[config.mk]
export PLATFORM = sky130hd
export DESIGN_NAME = gray_seq_ctrl_flat
export DESIGN_NICKNAME = d
export VERILOG_FILES = /design/src/rtl/gray_pkg.sv /design/src/rtl/gray_seq_ctrl_if.sv /design/src/rtl/gray_step.sv /design/src/rtl/gray_seq_ctrl.sv /design/src/flat_wrapper.sv
export SDC_FILE = /design/constraint.sdc
export NUM_CORES = 1
export LEC_CHECK = 0
export CORE_ASPECT_RATIO = 0.8
export CORE_MARGIN = 2
export CORE_UTILIZATION = 54
export CTS_CLUSTER_SIZE = 30
export DETAILED_ROUTE_END_ITERATION = 16
export GPL_TIMING_DRIVEN = 0
export PLACE_DENSITY = 0.91
export SKIP_CTS_REPAIR_TIMING = 1
export SLEW_MARGIN = 5
export SYNTH_ARGS = -nofsm -noshare
export SYNTH_HDL_FRONTEND = slang
export SYNTH_SLANG_ARGS = --single-unit
[constraint.sdc]
create_clock -name clk -period 3.6 [get_ports clk]
set_input_delay 0.36 -clock clk [delete_from_list [all_inputs] [get_ports clk]]
set_output_delay 0.36 -clock clk [all_outputs]
set_load 0.01 [all_outputs]
[src/rtl/gray_pkg.sv]
// Shared definitions for the gray-code counter family.
package gray_pkg;

  localparam int unsigned GRAY_MAXW = 16;

  typedef enum logic [1:0] {
    ST_IDLE = 2'd0,
    ST_RUN  = 2'd1,
    ST_DONE = 2'd2
  } state_t;

  // Binary to gray conversion, sized for the widest supported counter.
  function automatic logic [GRAY_MAXW-1:0] bin2gray(input logic [GRAY_MAXW-1:0] b);
    return b ^ (b >> 1);
  endfunction

  // Gray to binary conversion, used by checkers.
  function automatic logic [GRAY_MAXW-1:0] gray2bin(input logic [GRAY_MAXW-1:0] g);
    logic [GRAY_MAXW-1:0] b;
    b[GRAY_MAXW-1] = g[GRAY_MAXW-1];
    for (int unsigned i = GRAY_MAXW - 1; i > 0; i--) begin
      b[i-1] = b[i] ^ g[i-1];
    end
    return b;
  endfunction

endpackage

[src/rtl/gray_seq_ctrl_if.sv]
// Command and status bundle for the gray-code sequencer.
interface gray_seq_ctrl_if #(parameter int unsigned WIDTH = 4);
  logic             start;
  logic             stop;
  logic             hold;
  logic             dir;
  logic             one_shot;
  logic [WIDTH-1:0] limit;
  logic [WIDTH-1:0] gray;
  logic             busy;
  logic             wrap;
  logic             done;

  modport master (
    output start, stop, hold, dir, one_shot, limit,
    input  gray, busy, wrap, done
  );

  modport slave (
    input  start, stop, hold, dir, one_shot, limit,
    output gray, busy, wrap, done
  );
endinterface

[src/rtl/gray_step.sv]
// Binary count register with load, up/down step and terminal compare.
module gray_step #(
  parameter int unsigned WIDTH = 4
) (
  input  logic             clk,
  input  logic             res,
  input  logic             load,
  input  logic [WIDTH-1:0] load_val,
  input  logic             en,
  input  logic             up,
  input  logic [WIDTH-1:0] limit,
  output logic [WIDTH-1:0] bin,
  output logic             term
);

  // Count register: load has priority over stepping.
  always_ff @(posedge clk) begin
    if (res) begin
      bin <= '0;
    end else if (load) begin
      bin <= load_val;
    end else if (en) begin
      bin <= up ? bin + 1'b1 : bin - 1'b1;
    end
  end

  // Terminal is limit when counting up, zero when counting down.
  always_comb begin
    term = up ? (bin == limit) : (bin == '0);
  end

endmodule

[src/rtl/gray_seq_ctrl.sv]
// Run/stop sequencer driving a gray-code counter.
module gray_seq_ctrl
  import gray_pkg::*;
#(
  parameter int unsigned WIDTH = 4
) (
  input  logic            clk,
  input  logic            res,
  gray_seq_ctrl_if.slave  bus
);

  state_t           state, state_nx;
  logic             dir_q, one_shot_q;
  logic [WIDTH-1:0] limit_q;
  logic [WIDTH-1:0] bin;
  logic             term;
  logic             load, en, latch, wrap_nx;
  logic [WIDTH-1:0] load_val;
  logic             busy_q, wrap_q, done_q;

  gray_step #(.WIDTH(WIDTH)) u_step (
    .clk      (clk),
    .res      (res),
    .load     (load),
    .load_val (load_val),
    .en       (en),
    .up       (dir_q),
    .limit    (limit_q),
    .bin      (bin),
    .term     (term)
  );

  // State register and latched sequence settings.
  always_ff @(posedge clk) begin
    if (res) begin
      state      <= ST_IDLE;
      dir_q      <= 1'b0;
      one_shot_q <= 1'b0;
      limit_q    <= '0;
    end else begin
      state <= state_nx;
      if (latch) begin
        dir_q      <= bus.dir;
        one_shot_q <= bus.one_shot;
        limit_q    <= bus.limit;
      end
    end
  end

  // Next-state decode; stop outranks hold, hold outranks terminal detection.
  always_comb begin
    state_nx = state;
    case (state)
      ST_IDLE: if (bus.start && !bus.stop) state_nx = ST_RUN;
      ST_RUN: begin
        if (bus.stop)                            state_nx = ST_IDLE;
        else if (!bus.hold && term && one_shot_q) state_nx = ST_DONE;
      end
      ST_DONE: state_nx = ST_IDLE;
      default: state_nx = ST_IDLE;
    endcase
  end

  // Datapath controls: load on start or wrap, step otherwise.
  always_comb begin
    load     = 1'b0;
    load_val = '0;
    en       = 1'b0;
    latch    = 1'b0;
    wrap_nx  = 1'b0;
    case (state)
      ST_IDLE: begin
        if (bus.start && !bus.stop) begin
          latch    = 1'b1;
          load     = 1'b1;
          load_val = bus.dir ? '0 : bus.limit;
        end
      end
      ST_RUN: begin
        if (!bus.stop && !bus.hold) begin
          if (term) begin
            if (!one_shot_q) begin
              load     = 1'b1;
              load_val = dir_q ? '0 : limit_q;
              wrap_nx  = 1'b1;
            end
          end else begin
            en = 1'b1;
          end
        end
      end
      default: ;
    endcase
  end

  // Registered status flags, aligned with the state they describe.
  always_ff @(posedge clk) begin
    if (res) begin
      busy_q <= 1'b0;
      wrap_q <= 1'b0;
      done_q <= 1'b0;
    end else begin
      busy_q <= (state_nx == ST_RUN);
      wrap_q <= wrap_nx;
      done_q <= (state_nx == ST_DONE);
    end
  end

  // Gray output is purely combinational from the count.
  always_comb begin
    bus.gray = WIDTH'(bin2gray(GRAY_MAXW'(bin)));
    bus.busy = busy_q;
    bus.wrap = wrap_q;
    bus.done = done_q;
  end

endmodule

[src/flat_wrapper.sv]
// flat-port wrapper written by rule: the top's interface ports become plain ports
module gray_seq_ctrl_flat import gray_pkg::*;
#(
  parameter int unsigned WIDTH = 4
)
  (clk, res, bus_start, bus_stop, bus_hold, bus_dir, bus_one_shot, bus_limit, bus_gray, bus_busy, bus_wrap, bus_done);
  gray_seq_ctrl_if #(.WIDTH(WIDTH)) bus_i ();
  input  logic clk;
  input  logic res;
  input wire logic [$bits(bus_i.start)-1:0] bus_start;
  input wire logic [$bits(bus_i.stop)-1:0] bus_stop;
  input wire logic [$bits(bus_i.hold)-1:0] bus_hold;
  input wire logic [$bits(bus_i.dir)-1:0] bus_dir;
  input wire logic [$bits(bus_i.one_shot)-1:0] bus_one_shot;
  input wire logic [$bits(bus_i.limit)-1:0] bus_limit;
  output wire logic [$bits(bus_i.gray)-1:0] bus_gray;
  output wire logic [$bits(bus_i.busy)-1:0] bus_busy;
  output wire logic [$bits(bus_i.wrap)-1:0] bus_wrap;
  output wire logic [$bits(bus_i.done)-1:0] bus_done;
  assign bus_i.start = bus_start;
  assign bus_i.stop = bus_stop;
  assign bus_i.hold = bus_hold;
  assign bus_i.dir = bus_dir;
  assign bus_i.one_shot = bus_one_shot;
  assign bus_i.limit = bus_limit;
  assign bus_gray = bus_i.gray;
  assign bus_busy = bus_i.busy;
  assign bus_wrap = bus_i.wrap;
  assign bus_done = bus_i.done;
  gray_seq_ctrl #(.WIDTH(WIDTH)) u_core (.clk(clk), .res(res), .bus(bus_i));
endmodule
==> metrics.txt <==
critical path start-end classification reg2out; hold path start u_core.limit_q[2]; Hold Crit Class reg2reg; Final Max Slew Viols 0; initial antenna violation count 0; Via Count 867; RSZ-0062 raised after global routing false; Max-Slew Margin vs Limit 71.35%; WP data required approximately 3.2 ns; sequential share of power 45.4%; Vias per Instance 5.979; status finished clean; htree depth 1; min setup slack post-route around 1.5 ns; crit-path max FO 4; Clock Latency Late Sink 0.29 ns; Reg clk slew, reported paths approximately 0.090 ns; final WL ~2.4 mm; Synth Area per Inst ~9.1 sq um; Slowest-stage cell, CP clkdlybuf4s50_1; clk buf depth 2; Routed WL per cell about 17 um; CP peak stage delay ~0.54 ns; core box area between 1500 and 2000 sq um; Post-DP Area 1121 sq um; Fillers approximately 120; Finished Cell Area 1147 sq um; maxcap violations 0; post-synth top area share 32.52%; Die H 40.99 um; pwr dens around 360 nW/um^2; vias in the first global route 790; Seq/Total Area, Yosys 32.52%; Antenna diodes 0; GRT overflow 0; count of input and output buffers 17; CP Launch Type flip-flop; die area around 2100 sq um; Net Switching roughly 0.13 mW; pin count of the biggest net entering global routing 11; io pins 18; clk sinks 15; starting DRC count in detailed routing 39; clock skew 0.007109 ns; Worst Setup SP u_core.u_step.bin[0]; final-report hold violation count 0; highest clock rate between 400 and 500 MHz; worst slack, placed roughly 1.5 ns; Detailed Place HPWL 1.836 mm; internal power 0.2817 mW; number of CTS-inserted buffers 3; fin crit period between 2 and 2.5 ns; critical path, cell by cell inv_1, ha_1, clkdlybuf4s50_1; RR Startpoint u_core.u_step.bin[0]; fin nets 140; Cell variety after synth 38; Async SR Flop Fraction 0%; All-Layer GR Usage 25.74%; Worst-Margin Slew approximately 0.43 ns; row cnt 13; share of cells above drive strength 1 13.01%; combinational power share 30.7%; most frequent cells after synthesis 15 x dfxtp_1, 14 x a21oi_1, 14 x nand2_1; dominant cells by area after synthesis dfxtp_1 33%, a21oi_1 7.6%, nand2_1 5.7%, ha_1 5.4%, xnor2_1 4.7%; P&R area growth vs syn 24.25%; FF+latch count, synth 15; clock root buffer clkbuf_4; top-count cell post-synth dfxtp_1; Mapped Area approximately 900 sq um; CTS tree yes; setup_tns 0 ns; crit share post-route 57.88%; Ys Warns 0; number of synthesized flops with an enable pin 0; gp weighted congestion roughly 0.84; Worst VDD drop 0.2986 mV; critical path capture point type primary output; Post-Synthesis Cells 102; clock share of power roughly a quarter; P_leak approximately 0.43 nW; Die W around 50 um; CP Data Arrival Time about 1.7 ns; post-route ant nets 0; top_reg_cell synth dfxtp_1; first-pass GRT wire length between 3 and 4 mm; cell taking the most area after synthesis dfxtp_1; switching fraction of total power between 30% and 40%; DRC violations left 0; Pre-antenna DRT Iters 4; setup violators final 0; Post-Syn Nets 118; Initial Utilization roughly 57%
## state kept, by name, indices dropped and copies added (netlist names)
| register | count |
|---|---|
| u_core.bus.busy | 1 |
| u_core.one_shot_q | 1 |
| u_core.bus.wrap | 1 |
| u_core.state | 2 |
| u_core.limit_q | 4 |
| u_core.bus.done | 1 |
| u_core.u_step.bin | 4 |
| u_core.dir_q | 1 |
## layout by cell type, fill, tap and decap left out, types with 2 or more instances in the layout
master	count
a21oi_1	14
a311oi_1	2
buf_6	2
clkbuf_1	2
clkbuf_4	3
clkdlybuf4s50_1	17
dfxtp_1	15
ha_1	4
inv_1	5
mux2i_1	2
nand2_1	14
nand2b_1	5
nor2_1	3
nor3_1	2
nor4b_2	2
xnor2_1	5
xor2_1	3
## layer usage
metal  vias to the layer above  share of wire, %  GRT usage [%]
li1                        401                 -              -
met5                         -                 0              0
met3                        17               7.6          8.759
met2                        56                50          48.36
met4                         0               4.3          11.11
met1                       393                38          27.53
## critical path, delay by kind of cell (launching register included)
family	cells	cell delay, ns
DFF	1	0.47
buffers and inverters	2	0.66
adders and majority gates	1	0.30
## power groups by stage
stage	logic, mW	registers (mW)	clock network (mW)
3_5_place_dp	0.123	0.190	0
5_1_grt	0.134	0.187	0.107
3_3_place_gp	0.115	0.189	0
2_1_floorplan	0.0801	0.186	0
4_1_cts	0.124	0.186	0.0959
6_report	0.126	0.186	0.0985
## metrics by stage
step | hold slack [ns] | total power [mW] | instances | utilization (%)
final | 0.5341 | 0.4107 | 145 | 71.25
after global routing | 0.5489 | 0.4282 | 145 | 71.25
after CTS | 0.5217 | 0.4060 | 145 | 71.25
after detailed placement | 0.5100 | 0.3131 | 141 | 69.62
after global placement | 0.4768 | 0.3039 | 141 | 69.62
after floorplan | 0.4321 | 0.2666 | 102 | -
## final timing paths
kind                          endpoint  slack, ns  cells past startpoint
hold / removal       u_core.limit_q[2]       0.53                      2
setup reg to reg  u_core.u_step.bin[2]       1.62                      7
hold reg to reg      u_core.limit_q[2]       0.53                      2
setup / recovery           bus_gray[0]       1.52                      3
## cells by family after synthesis
family / Yosys count / synth area share [%]
compound gates: 26 / 19.92
xor+xnor: 8 / 7.588
fa+ha+maj: 5 / 7.588
buf+inv: 10 / 6.232
flops: 15 / 32.52
mux: 2 / 2.168
simple gates: 36 / 23.98
## cell type report
cell class,count,area (sq um),area share (%)
repair buffers,17,170.2,14.83
plain buffers,5,38.79,3.381
clock buffers,4,26.28,2.290
flip-flops and latches,15,300.3,26.17
inverters,5,18.77,1.636
well taps,22,27.53,2.399
multi-input cells,77,565.5,49.29
No activity file was read; power rests on OpenSTA's default activity.
